<file path="config.mk">
export PLATFORM = sky130hd
export DESIGN_NAME = fxdiv_ctrl_flat
export DESIGN_NICKNAME = d
export VERILOG_FILES = /design/src/rtl/fxdiv_ctrl_if.sv /design/src/rtl/fxdiv_ctrl.sv /design/src/flat_wrapper.sv
export SDC_FILE = /design/constraint.sdc
export NUM_CORES = 1
export LEC_CHECK = 0
export BUFFER_PORTS_ARGS = -buffer_cell sky130_fd_sc_hd__buf_4
export CAP_MARGIN = 10
export CORE_MARGIN = 2
export CORE_UTILIZATION = 45
export DETAILED_ROUTE_END_ITERATION = 8
export GPL_TIMING_DRIVEN = 0
export PLACE_DENSITY = 0.76
export SYNTH_ARGS = -nofsm -noshare
export SYNTH_HDL_FRONTEND = slang
export SYNTH_SLANG_ARGS = --single-unit
</file>
<file path="constraint.sdc">
create_clock -name clk -period 2.3 [get_ports clk]
set_input_delay 0 -clock clk [delete_from_list [all_inputs] [get_ports clk]]
set_output_delay 0 -clock clk [all_outputs]
set_load 0.01 [all_outputs]
</file>
<file path="src/rtl/fxdiv_ctrl_if.sv">
// Operand/result handshake bundle for the fixed-point divider controller.
//   master : producer of operands and consumer of results (drives in_valid,
//            a_in, b_in, out_ready)
//   slave  : the controller (drives in_ready, out_valid, q_out, err_*)
interface fxdiv_ctrl_if #(
   parameter int unsigned W = 10
);
   logic         in_valid;
   logic         in_ready;
   logic [W-1:0] a_in;
   logic [W-1:0] b_in;
   logic         out_valid;
   logic         out_ready;
   logic [W-1:0] q_out;
   logic         err_dvz;
   logic         err_ov;
   logic         err_tmo;

   modport master (
      output in_valid, a_in, b_in, out_ready,
      input  in_ready, out_valid, q_out, err_dvz, err_ov, err_tmo
   );

   modport slave (
      input  in_valid, a_in, b_in, out_ready,
      output in_ready, out_valid, q_out, err_dvz, err_ov, err_tmo
   );
endinterface

</file>
<file path="src/rtl/fxdiv_ctrl.sv">
// Sequencing controller for the fixed-point divider datapath.
// Accepts an operand pair, loads/initialises/iterates the datapath, watches
// its carry-out, divide-by-zero and overflow flags, and returns the quotient
// with error status. Includes a watchdog against a stalled iteration counter.
// Ports:
//   clk, rst          clock, synchronous active-high reset
//   bus (slave)       in_valid/in_ready/a_in/b_in operand channel,
//                     out_valid/out_ready/q_out/err_dvz/err_ov/err_tmo result channel
//   busy              high in any state but IDLE
//   dp_rst            datapath counter/ACC/Q reset
//   dp_ld_a, dp_ld_b  datapath operand register loads
//   dp_A, dp_B        operands to the datapath (from holding registers)
//   dp_loading_done   datapath ACC/Q initialise strobe
//   dp_start          datapath iterate enable
//   dp_q, dp_ov, dp_dvz, dp_co  datapath quotient and status flags
module fxdiv_ctrl #(
   parameter int unsigned W          = 10,
   parameter int unsigned TMO_CYCLES = 16
) (
   input  logic         clk,
   input  logic         rst,
   fxdiv_ctrl_if.slave  bus,
   output logic         busy,
   output logic         dp_rst,
   output logic         dp_ld_a,
   output logic         dp_ld_b,
   output logic [W-1:0] dp_A,
   output logic [W-1:0] dp_B,
   output logic         dp_loading_done,
   output logic         dp_start,
   input  logic [W-1:0] dp_q,
   input  logic         dp_ov,
   input  logic         dp_dvz,
   input  logic         dp_co
);

   localparam int unsigned WD_W = (TMO_CYCLES > 2) ? $clog2(TMO_CYCLES) : 1;
   localparam logic [WD_W-1:0] WD_LAST = WD_W'(TMO_CYCLES - 1);

   typedef enum logic [2:0] {
      S_IDLE,
      S_LOAD,
      S_CHECK,
      S_RUN,
      S_DONE
   } state_t;

   state_t          state;
   logic            in_ready_r;
   logic            busy_r;
   logic            out_valid_r;
   logic [W-1:0]    q_r;
   logic            err_dvz_r;
   logic            err_ov_r;
   logic            err_tmo_r;
   logic [W-1:0]    a_hold;
   logic [W-1:0]    b_hold;
   logic            dp_rst_r;
   logic            dp_ld_r;
   logic            dp_start_r;
   logic            ov_sticky;
   logic [WD_W-1:0] wd_cnt;

   // Controller FSM; every output register is set for the state being entered.
   always_ff @(posedge clk) begin
      if (rst) begin
         state       <= S_IDLE;
         in_ready_r  <= 1'b1;
         busy_r      <= 1'b0;
         out_valid_r <= 1'b0;
         q_r         <= '0;
         err_dvz_r   <= 1'b0;
         err_ov_r    <= 1'b0;
         err_tmo_r   <= 1'b0;
         a_hold      <= '0;
         b_hold      <= '0;
         dp_rst_r    <= 1'b0;
         dp_ld_r     <= 1'b0;
         dp_start_r  <= 1'b0;
         ov_sticky   <= 1'b0;
         wd_cnt      <= '0;
      end else begin
         case (state)
            S_IDLE: begin
               if (bus.in_valid) begin
                  a_hold     <= bus.a_in;
                  b_hold     <= bus.b_in;
                  in_ready_r <= 1'b0;
                  busy_r     <= 1'b1;
                  dp_ld_r    <= 1'b1;
                  dp_rst_r   <= 1'b1;
                  state      <= S_LOAD;
               end
            end

            S_LOAD: begin
               dp_ld_r  <= 1'b0;
               dp_rst_r <= 1'b0;
               state    <= S_CHECK;
            end

            // dp_dvz now reflects the freshly loaded divisor.
            S_CHECK: begin
               if (dp_dvz) begin
                  q_r         <= '1;
                  err_dvz_r   <= 1'b1;
                  out_valid_r <= 1'b1;
                  state       <= S_DONE;
               end else begin
                  wd_cnt     <= '0;
                  ov_sticky  <= 1'b0;
                  dp_start_r <= 1'b1;
                  state      <= S_RUN;
               end
            end

            // Carry-out wins over the watchdog when both land on the same cycle.
            S_RUN: begin
               ov_sticky <= ov_sticky | dp_ov;
               wd_cnt    <= wd_cnt + WD_W'(1);
               if (dp_co) begin
                  q_r         <= dp_q;
                  err_ov_r    <= ov_sticky | dp_ov;
                  out_valid_r <= 1'b1;
                  dp_start_r  <= 1'b0;
                  state       <= S_DONE;
               end else if (wd_cnt == WD_LAST) begin
                  q_r         <= '0;
                  err_tmo_r   <= 1'b1;
                  out_valid_r <= 1'b1;
                  dp_start_r  <= 1'b0;
                  state       <= S_DONE;
               end
            end

            S_DONE: begin
               if (bus.out_ready) begin
                  out_valid_r <= 1'b0;
                  err_dvz_r   <= 1'b0;
                  err_ov_r    <= 1'b0;
                  err_tmo_r   <= 1'b0;
                  in_ready_r  <= 1'b1;
                  busy_r      <= 1'b0;
                  state       <= S_IDLE;
               end
            end

            default: state <= S_IDLE;
         endcase
      end
   end

   // Holds in_ready low while reset is applied, yet high the cycle it releases.
   assign bus.in_ready  = in_ready_r & ~rst;
   assign bus.out_valid = out_valid_r;
   assign bus.q_out     = q_r;
   assign bus.err_dvz   = err_dvz_r;
   assign bus.err_ov    = err_ov_r;
   assign bus.err_tmo   = err_tmo_r;

   assign busy     = busy_r;
   assign dp_rst   = dp_rst_r;
   assign dp_ld_a  = dp_ld_r;
   assign dp_ld_b  = dp_ld_r;
   assign dp_A     = a_hold;
   assign dp_B     = b_hold;
   assign dp_start = dp_start_r;

   // Initialise strobe must sit in CHECK itself (ahead of the first iterate
   // cycle) and be suppressed by the same-cycle divisor-zero flag.
   assign dp_loading_done = (state == S_CHECK) & ~dp_dvz;

endmodule
</file>
<file path="src/flat_wrapper.sv">
// flat-port wrapper written by rule: the top's interface ports become plain ports
module fxdiv_ctrl_flat 
#(
   parameter int unsigned W          = 10,
   parameter int unsigned TMO_CYCLES = 16
)
  (clk, rst, busy, dp_rst, dp_ld_a, dp_ld_b, dp_A, dp_B, dp_loading_done, dp_start, dp_q, dp_ov, dp_dvz, dp_co, bus_in_valid, bus_a_in, bus_b_in, bus_out_ready, bus_in_ready, bus_out_valid, bus_q_out, bus_err_dvz, bus_err_ov, bus_err_tmo);
  fxdiv_ctrl_if #(.W(W)) bus_i ();
  input  logic clk;
  input  logic rst;
  output logic busy;
  output logic dp_rst;
  output logic dp_ld_a;
  output logic dp_ld_b;
  output logic [W-1:0] dp_A;
  output logic [W-1:0] dp_B;
  output logic dp_loading_done;
  output logic dp_start;
  input  logic [W-1:0] dp_q;
  input  logic dp_ov;
  input  logic dp_dvz;
  input  logic dp_co;
  input wire logic [$bits(bus_i.in_valid)-1:0] bus_in_valid;
  input wire logic [$bits(bus_i.a_in)-1:0] bus_a_in;
  input wire logic [$bits(bus_i.b_in)-1:0] bus_b_in;
  input wire logic [$bits(bus_i.out_ready)-1:0] bus_out_ready;
  output wire logic [$bits(bus_i.in_ready)-1:0] bus_in_ready;
  output wire logic [$bits(bus_i.out_valid)-1:0] bus_out_valid;
  output wire logic [$bits(bus_i.q_out)-1:0] bus_q_out;
  output wire logic [$bits(bus_i.err_dvz)-1:0] bus_err_dvz;
  output wire logic [$bits(bus_i.err_ov)-1:0] bus_err_ov;
  output wire logic [$bits(bus_i.err_tmo)-1:0] bus_err_tmo;
  assign bus_i.in_valid = bus_in_valid;
  assign bus_i.a_in = bus_a_in;
  assign bus_i.b_in = bus_b_in;
  assign bus_i.out_ready = bus_out_ready;
  assign bus_in_ready = bus_i.in_ready;
  assign bus_out_valid = bus_i.out_valid;
  assign bus_q_out = bus_i.q_out;
  assign bus_err_dvz = bus_i.err_dvz;
  assign bus_err_ov = bus_i.err_ov;
  assign bus_err_tmo = bus_i.err_tmo;
  fxdiv_ctrl #(.W(W), .TMO_CYCLES(TMO_CYCLES)) u_core (.clk(clk), .rst(rst), .bus(bus_i), .busy(busy), .dp_rst(dp_rst), .dp_ld_a(dp_ld_a), .dp_ld_b(dp_ld_b), .dp_A(dp_A), .dp_B(dp_B), .dp_loading_done(dp_loading_done), .dp_start(dp_start), .dp_q(dp_q), .dp_ov(dp_ov), .dp_dvz(dp_dvz), .dp_co(dp_co));
endmodule
</file>
==> flow_metrics.env <==
export IMPL_status="finished clean"
export IMPL_clkLatencyLatePin_ns=0.29
export IMPL_yosysSeqAreaShare_pct=49.1
export IMPL_irDropWorstVdd_uv=467
export IMPL_final_layout_size_suffix_gt1_share_pct=35.9
export IMPL_maxCapViolations=0
export IMPL_firstDrtPassIters=4
export IMPL_vias=1866
export IMPL_setup_tns_ns=0
export IMPL_critical_path_max_fanout=10
export IMPL_cts_tree="yes"
export IMPL_multiInputGateArea_um2=828
export IMPL_synth_edf_count=0
export IMPL_hold_viol_final=0
export IMPL_startpoint_type="flip-flop"
export IMPL_finalCritPeriodShare_pct=66.7
export IMPL_synth_distinct_cells=37
export IMPL_post_route_util_pct=72.8
export IMPL_cts_sinks=46
export IMPL_drtIter0Drc=73
export IMPL_h_tree_depth=2
export IMPL_cts_buffer_depth=2
export IMPL_powerDensity_mw_per_mm2=624
export IMPL_ys_warn_count=0
export IMPL_hold_depth=4
export IMPL_hold_path_class="in2reg"
export IMPL_diodes=0
export IMPL_max_freq_mhz=652
export IMPL_required_ns=2.48
export IMPL_ys_flop_type="dfxtp_1"
export IMPL_hpwl_um=3150
export IMPL_rows=23
export IMPL_skew_ns=0.00433
export IMPL_area_growth_pct=55.1
export IMPL_drv_slew=0
export IMPL_register_area_um2=921
export IMPL_cts_inserted_buffers=5
export IMPL_layout_min_cycle_time_ns=1.53
export IMPL_cts_root_buf="clkbuf_8"
export IMPL_grt_max_degree=14
export IMPL_via_per_inst=5.00
export IMPL_numPortBuffers=76
export IMPL_n_fill_cell=318
export IMPL_grt_total_usage_pct=21.0
export IMPL_antenna_found_initial=0
export IMPL_wirelength_um=4740
export IMPL_syn_avg_cell_area_um2=9.02
export IMPL_setup_viol=0
export IMPL_dieArea_mm2=0.00470
export IMPL_place_congestion=0.807
export IMPL_clk_pin_slew_ns=0.08
export IMPL_dp_cells=334
export IMPL_async_flop_share_pct=0
export IMPL_p_leak_nw=1.26
export IMPL_drc=0
export IMPL_rsz0062_at_grt="no"
export IMPL_fp_dieH_um=68.6
export IMPL_worst_slew_pin_slew_ns=0.520
export IMPL_ff2ff_setup_slack_ns=0.77
export IMPL_grt_pass1_wl_um=7400
export IMPL_synthCells=208
export IMPL_ys_ff_latch=46
export IMPL_pin_count=78
export IMPL_synth_top_area_share_pct=49.1
export IMPL_grt_pass1_vias=1736
export IMPL_r2r_cells=5
export IMPL_grt_overflow_total=0
export IMPL_syn_nets=246
export IMPL_synth_area_mm2=0.00188
export IMPL_synth_area_leaders="dfxtp_1 49%, nand2_1 9.4%, a21oi_1 7.7%"
export IMPL_start_util_pct=46.9
export IMPL_layout_cells_non_filler=373
export IMPL_die_x_um=68.6
export IMPL_wl_per_cell_um=12.7
export IMPL_yosysTopAreaCell="dfxtp_1"
export IMPL_finalNetCount=360
export IMPL_arrival_ns=1.72
export IMPL_ant_nets=0
export IMPL_coreArea_mm2=0.00400
export IMPL_crit_type="reg2reg"
export IMPL_cp_end_kind="flip-flop"
export IMPL_max_slew_margin_pct=65.4
[kinds of logic after synthesis]
| family | count (synthesis) | share of synthesized area (%) |
|---|---|---|
| AOI/OAI and AO/OA | 60 | 22.1 |
| adders and majority gates | 1 | 0.667 |
| buffers and inverters | 19 | 6.80 |
| DFF | 46 | 49.1 |
| and+or+nand+nor | 82 | 21.3 |
[Yosys cell counts, types with 3 or more instances]
cell / number
nor2_1: 13
o21a_1: 5
nor3_1: 3
nand3_1: 3
clkbuf_1: 5
o221a_2: 10
buf_6: 5
a31oi_1: 3
buf_2: 3
nand2_1: 47
buf_4: 4
o21ai_0: 4
dfxtp_1: 46
a21oi_1: 29
[stage by stage]
step | power [W] | worst slack [ns] | hold slack [ns] | instance area (um2)
final | 0.00182 | 0.767 | 0.0766 | 2910
after global routing | 0.00191 | 0.700 | 0.0946 | 2910
after CTS | 0.00184 | 0.763 | 0.0621 | 2910
after detailed placement | 0.00129 | 0.776 | 0.256 | 2510
after global placement | 0.00129 | 0.781 | 0.248 | 2510
after floorplan | 0.00112 | 0.862 | 0.0507 | 1880
[sequential cells by signal (all words and copies together) (netlist names), 3 cells and up]
name              cells
u_core.state          3
u_core.dp_B          10
u_core.dp_A          10
u_core.bus.q_out     10
u_core.wd_cnt         4
[worst paths after layout]
kind,start,endpoint
hold reg to reg,u_core.in_ready_r,u_core.in_ready_r
hold / removal,dp_ov,u_core.ov_sticky
setup / recovery,u_core.wd_cnt[0],u_core.bus.q_out[3]
setup reg to reg,u_core.wd_cnt[0],u_core.bus.q_out[3]
[cell type report]
class | count | share of cell area (%)
Sequential cell | 46 | 31.6
Timing Repair Buffer | 107 | 30.3
Multi-Input combinational cell | 143 | 28.4
Buffer | 17 | 4.13
Clock buffer | 7 | 2.97
Tap cell | 50 | 2.15
Inverter | 2 | 0.258
Clock inverter | 1 | 0.172
[worst max-delay path, stage by stage (launching register included)]
cell,delay (ns)
dfxtp_1,0.34
ha_1,0.24
a31oi_1,0.31
a211oi_4,0.11
buf_6,0.15
o221a_2,0.27
[repair_timing]
item | 4_1_cts | 5_1_grt
hold endpoints to repair | 31 | 0
hold buffers | 31 | 0
resized for setup | 0 | 0
buffers inserted | 0 | 0
setup endpoints to repair | 0 | 0
[cell usage in the layout, fill, tap and decap left out, drive strengths merged, types with 2 or more instances in the layout]
cell,netlist,final
o21ai,5,5
nor3b,3,3
dfxtp,46,46
inv,2,2
nand2,47,47
o221a,10,10
a21oi,29,29
dlygate4sd3,0,31
a211oi,3,3
nor2,14,14
nor2b,2,2
nand2b,3,3
nand3,3,3
a31oi,3,3
buf,12,88
o21a,5,5
clkbuf,5,12
nand3b,2,2
nor3,5,5
[routing by layer]
metal / GRT usage [%] / routed length [um] / share of wire [%] / vias to the layer above
li1: - / - / - / 941
met1: 22.8 / 1980 / 42 / 866
met2: 38.9 / 2400 / 51 / 52
met3: 4.87 / 297 / 6.3 / 7
met4: 8.25 / 64 / 1.3 / 0
met5: 0 / 0 / 0 / -
[report_power, final]
group          internal, W  switching (W)  leakage [nW]
combinational     0.000235       0.000199         0.840
clock             0.000243       0.000255        0.0482
sequential        0.000854      0.0000321         0.376
total              0.00133       0.000486          1.26
Power figures use the tool's default switching activity.
